==> src/rtl/seq_magnitude_comparator_pkg.sv <==
// -----------------------------------------------------------------------------
// seq_cmp_pkg
// Shared types and elaboration helpers for the iterative magnitude comparator.
//   state_e   : controller states (IDLE, SCAN, DONE)
//   cmp_dims_t: digit count and digit-index width derived from WIDTH/DIGIT
// Optional build macro used by the comparator: SEQ_CMP_EARLY_EXIT_EN.
// -----------------------------------------------------------------------------
package seq_cmp_pkg;

  typedef enum logic [1:0] {
    IDLE = 2'd0,
    SCAN = 2'd1,
    DONE = 2'd2
  } state_e;

  typedef struct packed {
    int unsigned ndig;   // number of DIGIT-bit slices in an operand
    int unsigned idx_w;  // width of the digit index counter (at least 1)
  } cmp_dims_t;

  // Derives the digit count and the index width from the operand geometry.
  function automatic cmp_dims_t cmp_dims(input int unsigned width,
                                         input int unsigned digit);
    cmp_dims_t d;
    d.ndig  = width / digit;
    d.idx_w = (d.ndig > 32'd1) ? unsigned'($clog2(d.ndig)) : 32'd1;
    return d;
  endfunction

endpackage

==> src/rtl/seq_magnitude_comparator_cmp_digit.sv <==
// -----------------------------------------------------------------------------
// cmp_digit
// Combinational unsigned comparator for one DIGIT-bit slice.
// Ports:
//   x, y : digit slices of operand A and operand B
//   gt   : x > y
//   lt   : x < y
// -----------------------------------------------------------------------------
module cmp_digit #(
  parameter int DIGIT = 2
) (
  input  logic [DIGIT-1:0] x,
  input  logic [DIGIT-1:0] y,
  output logic             gt,
  output logic             lt
);

  assign gt = (x > y);
  assign lt = (x < y);

endmodule

==> src/rtl/seq_magnitude_comparator.sv <==
// -----------------------------------------------------------------------------
// seq_magnitude_comparator
// Iterative WIDTH-bit magnitude comparator. Operands are scanned MSB-first,
// DIGIT bits per clock, through a single digit-slice comparator. Signed
// compares are done by flipping the sign bit of both operands (offset binary)
// and comparing unsigned.
// Ports:
//   clk, rst_n   : clock (rising edge), asynchronous active-low reset
//   start        : request, accepted whenever not busy (IDLE or DONE)
//   signed_mode  : sampled with start, 1 = two's-complement compare
//   a, b         : operands, sampled with start
//   busy         : high while scanning
//   done         : one-cycle pulse, results valid
//   a_gt_b, a_lt_b, a_eq_b : registered results, held until next accept
// Build option:
//   SEQ_CMP_EARLY_EXIT_EN : finish on the first unequal digit instead of
//                           always scanning all NDIG digits.
// -----------------------------------------------------------------------------
module seq_magnitude_comparator
  import seq_cmp_pkg::*;
#(
  parameter int WIDTH = 16,
  parameter int DIGIT = 2
) (
  input  logic             clk,
  input  logic             rst_n,
  input  logic             start,
  input  logic             signed_mode,
  input  logic [WIDTH-1:0] a,
  input  logic [WIDTH-1:0] b,
  output logic             busy,
  output logic             done,
  output logic             a_gt_b,
  output logic             a_lt_b,
  output logic             a_eq_b
);

  localparam cmp_dims_t DIMS  = cmp_dims(WIDTH, DIGIT);
  localparam int        NDIG  = int'(DIMS.ndig);
  localparam int        IDX_W = int'(DIMS.idx_w);
  localparam logic [IDX_W-1:0] IDX_LAST = IDX_W'(NDIG - 1);

  state_e           state_q, state_d;
  logic [WIDTH-1:0] a_q, a_d;
  logic [WIDTH-1:0] b_q, b_d;
  logic [IDX_W-1:0] idx_q, idx_d;
  logic             gt_q, gt_d;
  logic             lt_q, lt_d;
  logic             res_gt_q, res_gt_d;
  logic             res_lt_q, res_lt_d;
  logic             res_eq_q, res_eq_d;

  logic [DIGIT-1:0] dig_a_s, dig_b_s;
  logic             dig_gt_s, dig_lt_s;
  logic             last_s, hit_s, finish_s;
  logic [WIDTH-1:0] msb_s;

  // Digit-slice mux: OR of masked slices, selected by the digit index.
  always_comb begin
    dig_a_s = '0;
    dig_b_s = '0;
    for (int i = 0; i < NDIG; i++) begin
      dig_a_s = dig_a_s | (a_q[i*DIGIT +: DIGIT] & {DIGIT{idx_q == IDX_W'(i)}});
      dig_b_s = dig_b_s | (b_q[i*DIGIT +: DIGIT] & {DIGIT{idx_q == IDX_W'(i)}});
    end
  end

  cmp_digit #(
    .DIGIT (DIGIT)
  ) u_cmp_digit (
    .x  (dig_a_s),
    .y  (dig_b_s),
    .gt (dig_gt_s),
    .lt (dig_lt_s)
  );

  assign last_s = (idx_q == '0);
  // First unequal digit seen while no decision has been made yet.
  assign hit_s  = !(gt_q | lt_q) && (dig_gt_s | dig_lt_s);

`ifdef SEQ_CMP_EARLY_EXIT_EN
  assign finish_s = last_s | hit_s;
`else
  assign finish_s = last_s;
`endif

  // Next-state, operand capture, digit scan and result update.
  always_comb begin
    state_d  = state_q;
    a_d      = a_q;
    b_d      = b_q;
    idx_d    = idx_q;
    gt_d     = gt_q;
    lt_d     = lt_q;
    res_gt_d = res_gt_q;
    res_lt_d = res_lt_q;
    res_eq_d = res_eq_q;
    msb_s    = '0;
    msb_s[WIDTH-1] = signed_mode;

    case (state_q)
      IDLE, DONE: begin
        if (start) begin
          state_d  = SCAN;
          a_d      = a ^ msb_s;
          b_d      = b ^ msb_s;
          idx_d    = IDX_LAST;
          gt_d     = 1'b0;
          lt_d     = 1'b0;
          res_gt_d = 1'b0;
          res_lt_d = 1'b0;
          res_eq_d = 1'b0;
        end else begin
          state_d = IDLE;
        end
      end
      SCAN: begin
        // Once a decision exists, lower digits no longer matter.
        if (hit_s) begin
          gt_d = dig_gt_s;
          lt_d = dig_lt_s;
        end else begin
          gt_d = gt_q;
          lt_d = lt_q;
        end
        if (finish_s) begin
          state_d  = DONE;
          res_gt_d = gt_d;
          res_lt_d = lt_d;
          res_eq_d = !(gt_d | lt_d);
        end else begin
          idx_d = idx_q - IDX_W'(1);
        end
      end
      default: begin
        state_d = IDLE;
      end
    endcase
  end

  // State, operand, index and result registers.
  always_ff @(posedge clk or negedge rst_n) begin
    if (!rst_n) begin
      state_q  <= IDLE;
      a_q      <= '0;
      b_q      <= '0;
      idx_q    <= '0;
      gt_q     <= 1'b0;
      lt_q     <= 1'b0;
      res_gt_q <= 1'b0;
      res_lt_q <= 1'b0;
      res_eq_q <= 1'b0;
    end else begin
      state_q  <= state_d;
      a_q      <= a_d;
      b_q      <= b_d;
      idx_q    <= idx_d;
      gt_q     <= gt_d;
      lt_q     <= lt_d;
      res_gt_q <= res_gt_d;
      res_lt_q <= res_lt_d;
      res_eq_q <= res_eq_d;
    end
  end

  assign busy   = (state_q == SCAN);
  assign done   = (state_q == DONE);
  assign a_gt_b = res_gt_q;
  assign a_lt_b = res_lt_q;
  assign a_eq_b = res_eq_q;

endmodule

==> config.mk <==
export PLATFORM = sky130hd
export DESIGN_NAME = seq_magnitude_comparator
export DESIGN_NICKNAME = d
export VERILOG_FILES = /design/src/rtl/seq_magnitude_comparator_pkg.sv /design/src/rtl/seq_magnitude_comparator_cmp_digit.sv /design/src/rtl/seq_magnitude_comparator.sv
export SDC_FILE = /design/constraint.sdc
export NUM_CORES = 1
export LEC_CHECK = 0
export CAP_MARGIN = 20
export CORE_UTILIZATION = 25
export CTS_CLUSTER_DIAMETER = 40
export DETAILED_ROUTE_END_ITERATION = 12
export DONT_BUFFER_PORTS = 1
export SYNTH_ARGS = -nofsm -noshare
export SYNTH_HDL_FRONTEND = slang
export SYNTH_SLANG_ARGS = --single-unit
==> constraint.sdc <==
create_clock -name clk -period 2.4 [get_ports clk]
set_input_delay 0.24 -clock clk [delete_from_list [all_inputs] [get_ports clk]]
set_output_delay 0.24 -clock clk [all_outputs]
set_load 0.03 [all_outputs]
==> metrics.csv <==
stage;metric;value;unit
timing;layout_min_cycle_time;2.22;ns
pwr;pwr-share-comb;0.393;
worst_hold_path;min_path_type;in -> reg;
finish;drive_gt1_frac;0.0780;
critical_path;cp.arrival;2.43;ns
cts;ctsRootBufferMaster;clkbuf_8;
pwr;p_clk_frac;0.185;
global_route;grt_use_total;0.110;
timing;slew_viol_final;0;
synthesis;synthCells;217;
critical_path;required;2.61;ns
critical_path;cp_common_cell;ha_1;
synthesis;yosysTopAreaCell;dfrtp_1;
detailed_routing;avgViaCountPerCell;4.39;
critical_path;critPathMaxStageDelay;0.41;ns
critical_path;critPathBufInv;1;
synthesis;synth_cell_types;32;
cts;post_cts_buffers;0;
critical_path;end_kind;flop;
detailed_routing;avgRoutedWirePerCell;13.3;um
detailed_routing;drc_errors;0;
floorplan;rows;32;
finish;regArea;1050;um2
timing;fmax;451;MHz
finish;fillers;833;
detailed_routing;drt-initial-drc-count;53;
detailed_routing;drt_pass1_iterations;4;
pwr;max-vdd-ir-drop;638;uV
timing;worst_hold_slack;0.0509;ns
floorplan;dieArea;8290;um2
floorplan;start_util;0.258;
finish;multi_input_area;853;um2
timing;relSlewSlack;0.537;
cts;numCtsBuffers;5;
floorplan;core-area;7690;um2
timing;setup_viol;0;
pwr;p_int;1870;uW
pwr;power_leakage;0.00110;uW
place;place_inst;311;
global_route;grt_pass1_vias;1428;
detailed_routing;postRouteAntennaNets;0;
timing;grt_setup_unrepaired;no;
cts;htreeDepth;2;
synthesis;yosys-top-cells-area;dfrtp_1 (53%), nand2_1 (18%), ha_1 (4.4%), a22oi_1 (3.0%), buf_2 (1.8%);
detailed_routing;wirelength;4.26;mm
timing;setup_tns;0;ns
global_route;grt_max_degree;43;
synthesis;syn_nets;260;
global_route;grt_pass1_wl;7.12;mm
critical_path;crit_fanout;6;
global_route;grt_overflow;0;
floorplan;io_pins;41;
timing;tightestPinTransition;0.693;ns
cts;clkTransAtPathRegs;0.08;ns
timing;fin_skew;0.00268;ns
pwr;p_seq_frac;0.422;
synthesis;ys_ff_latch;42;
detailed_routing;vias;1404;
cts;cts_tree;done;
pwr;p_sw;1190;uW
timing;fin_crit_sh;0.925;
pwr;swShare;0.388;
critical_path;worstSetupPathType;reg -> reg;
critical_path;crit_slowest_cell;dfrtp_1;
pwr;p_per_area;1370;nW/um2
global_route;grt_antenna_before_repair;0;
synthesis;ys_warn_count;0;
critical_path;cp_top_family;compound AO/OA/AOI/OAI gates;
floorplan;die_y;91.0;um
floorplan;die_x;91.0;um
job;maxCapViolCount;0;
cts;worstSkewPairLatency;0.29;ns
finish;final_cells;320;
outcome;status;finished, final reports clean;
place;gp_congestion;0.855;
synthesis;syn_area_per_cell;9.13;um2
synthesis;ys_seq_area_frac;0.530;
cts;cts_buffer_depth;2;
place;port-buffer-count;0;
synthesis;synth_top_area_frac;0.530;
critical_path;startpoint_type;flop;
finish;nets;261;
place;hpwlAfterDp;3.10;mm
timing;hold_viol;0;
cts;cts_sinks;42;
finish;insertedDiodeCount;0;
finish;areaGrowthSynthToFinish;12.2;%
synthesis;mappedNetlistArea;1980;um2
critical_path;cp_cell_sequence;inv_1 -> ha_1 -> a22o_1 -> nor3_1 -> a31oi_1 -> ha_1 -> nor2b_1 -> o31a_1 -> o22ai_1;
-- state kept, by name, indices dropped and copies added, names as in the netlist --
register,flops
state_q,2
a_eq_b,1
b_q,16
gt_q,1
idx_q,3
a_lt_b,1
a_gt_b,1
a_q,16
lt_q,1
-- cell families (layout without fill, tap and decap cells) --
logic type	Yosys count	after routing	synth area share
AO/OA/AOI/OAI	30	30	0.109
multiplexers	6	6	0.0322
adder cells (fa/ha/maj)	7	7	0.0442
XOR/XNOR	2	2	0.00884
AND/OR/NAND/NOR	112	112	0.227
buffers and inverters	18	19	0.0480
flip-flops	42	42	0.530
-- layer usage --
layer,track usage,vias up,share of wire
li1,-,712,-
met1,0.148,658,0.49
met2,0.175,28,0.46
met3,0.0276,6,0.039
met4,0.0357,0,0.013
met5,0,-,0
-- cell usage after synthesis --
| library cell | instances |
|---|---|
| nand2_1 | 97 |
| dfrtp_1 | 42 |
| a22oi_1 | 8 |
| buf_2 | 7 |
| ha_1 | 7 |
| inv_1 | 6 |
| o21ai_0 | 6 |
| nor2_1 | 4 |
| a21oi_1 | 3 |
| buf_4 | 3 |
| mux2i_1 | 3 |
| nand3_1 | 3 |
| nor2b_1 | 3 |
| a222oi_1 | 2 |
| a22o_1 | 2 |
| mux2_1 | 2 |
| nand2b_1 | 2 |
| o21ai_1 | 2 |
| xnor2_1 | 2 |
| a211o_1 | 1 |
| a221o_1 | 1 |
| a221oi_2 | 1 |
| a31oi_1 | 1 |
| buf_6 | 1 |
| inv_2 | 1 |
| mux2_2 | 1 |
| nand4bb_1 | 1 |
| nor3_1 | 1 |
| nor4b_1 | 1 |
| o2111ai_1 | 1 |
| o22ai_1 | 1 |
| o31a_1 | 1 |
-- power groups by stage --
stage                     clock [uW]  combinational, uW  sequential (uW)
after global placement             0               1110             1300
after global routing             612               1390             1340
after floorplan                    0                969             1220
after CTS                        586               1180             1290
after detailed placement           0               1150             1300
final                            565               1200             1290
-- per-stage QoR --
| stage | util | cell area (um2) | power, uW | setup WS [ns] |
|---|---|---|---|---|
| 2_1_floorplan | - | 1980 | 2180 | 0.304 |
| 3_3_place_gp | 0.269 | 2070 | 2410 | 0.188 |
| 3_5_place_dp | 0.269 | 2070 | 2450 | 0.0887 |
| 4_1_cts | 0.287 | 2210 | 3050 | 0.0827 |
| 5_1_grt | 0.289 | 2220 | 3330 | 0.000669 |
| 6_report | 0.289 | 2220 | 3060 | 0.180 |
-- path summary, 6_finish.rpt --
check,from,cells past startpoint,to,slack [ns]
setup / recovery,idx_q[1],9,lt_q,0.18
hold / removal,a[8],2,a_q[8],0.05
setup reg to reg,idx_q[1],9,lt_q,0.18
hold reg to reg,a_q[12],2,a_q[12],0.48
max in group asynchronous,rst_n,2,a_q[12],1.77
min in group asynchronous,rst_n,2,gt_q,0.44
-- repair_timing --
| action | 4_1_cts | 5_1_grt |
|---|---|---|
| endpoints found under the setup margin | 0 | 4 |
| hold endpoints to repair | 42 | 0 |
| hold buffers | 2 | 0 |
| gates resized for setup | 0 | 4 |
-- layout make-up --
cell class              count  area share
clock buffers               6      0.0371
flip-flops and latches     42       0.473
inverters                   7      0.0118
well taps                 102      0.0574
repair buffers              5      0.0236
multi-input cells         157       0.384
clock inverters             1      0.0135
-- placed cells by master, fill, tap and decap left out, drive strengths merged --
| master | count |
|---|---|
| o31a | 1 |
| dlygate4sd3 | 1 |
| o2111ai | 1 |
| a221oi | 1 |
| a221o | 1 |
| a211o | 1 |
| a22o | 2 |
| buf | 4 |
| xnor2 | 2 |
| o22ai | 1 |
| clkbuf | 6 |
| mux2 | 3 |
| a222oi | 2 |
| a21oi | 3 |
| nor4b | 1 |
| a22oi | 8 |
| a31oi | 1 |
| nor2 | 4 |
| o21ai | 8 |
| dfrtp | 42 |
| nand4bb | 1 |
| nor2b | 3 |
| nand3 | 3 |
| nand2b | 2 |
| ha | 7 |
| bufinv | 1 |
| inv | 7 |
| nor3 | 1 |
| mux2i | 3 |
| nand2 | 97 |
No activity file was read; power rests on OpenSTA's default activity.
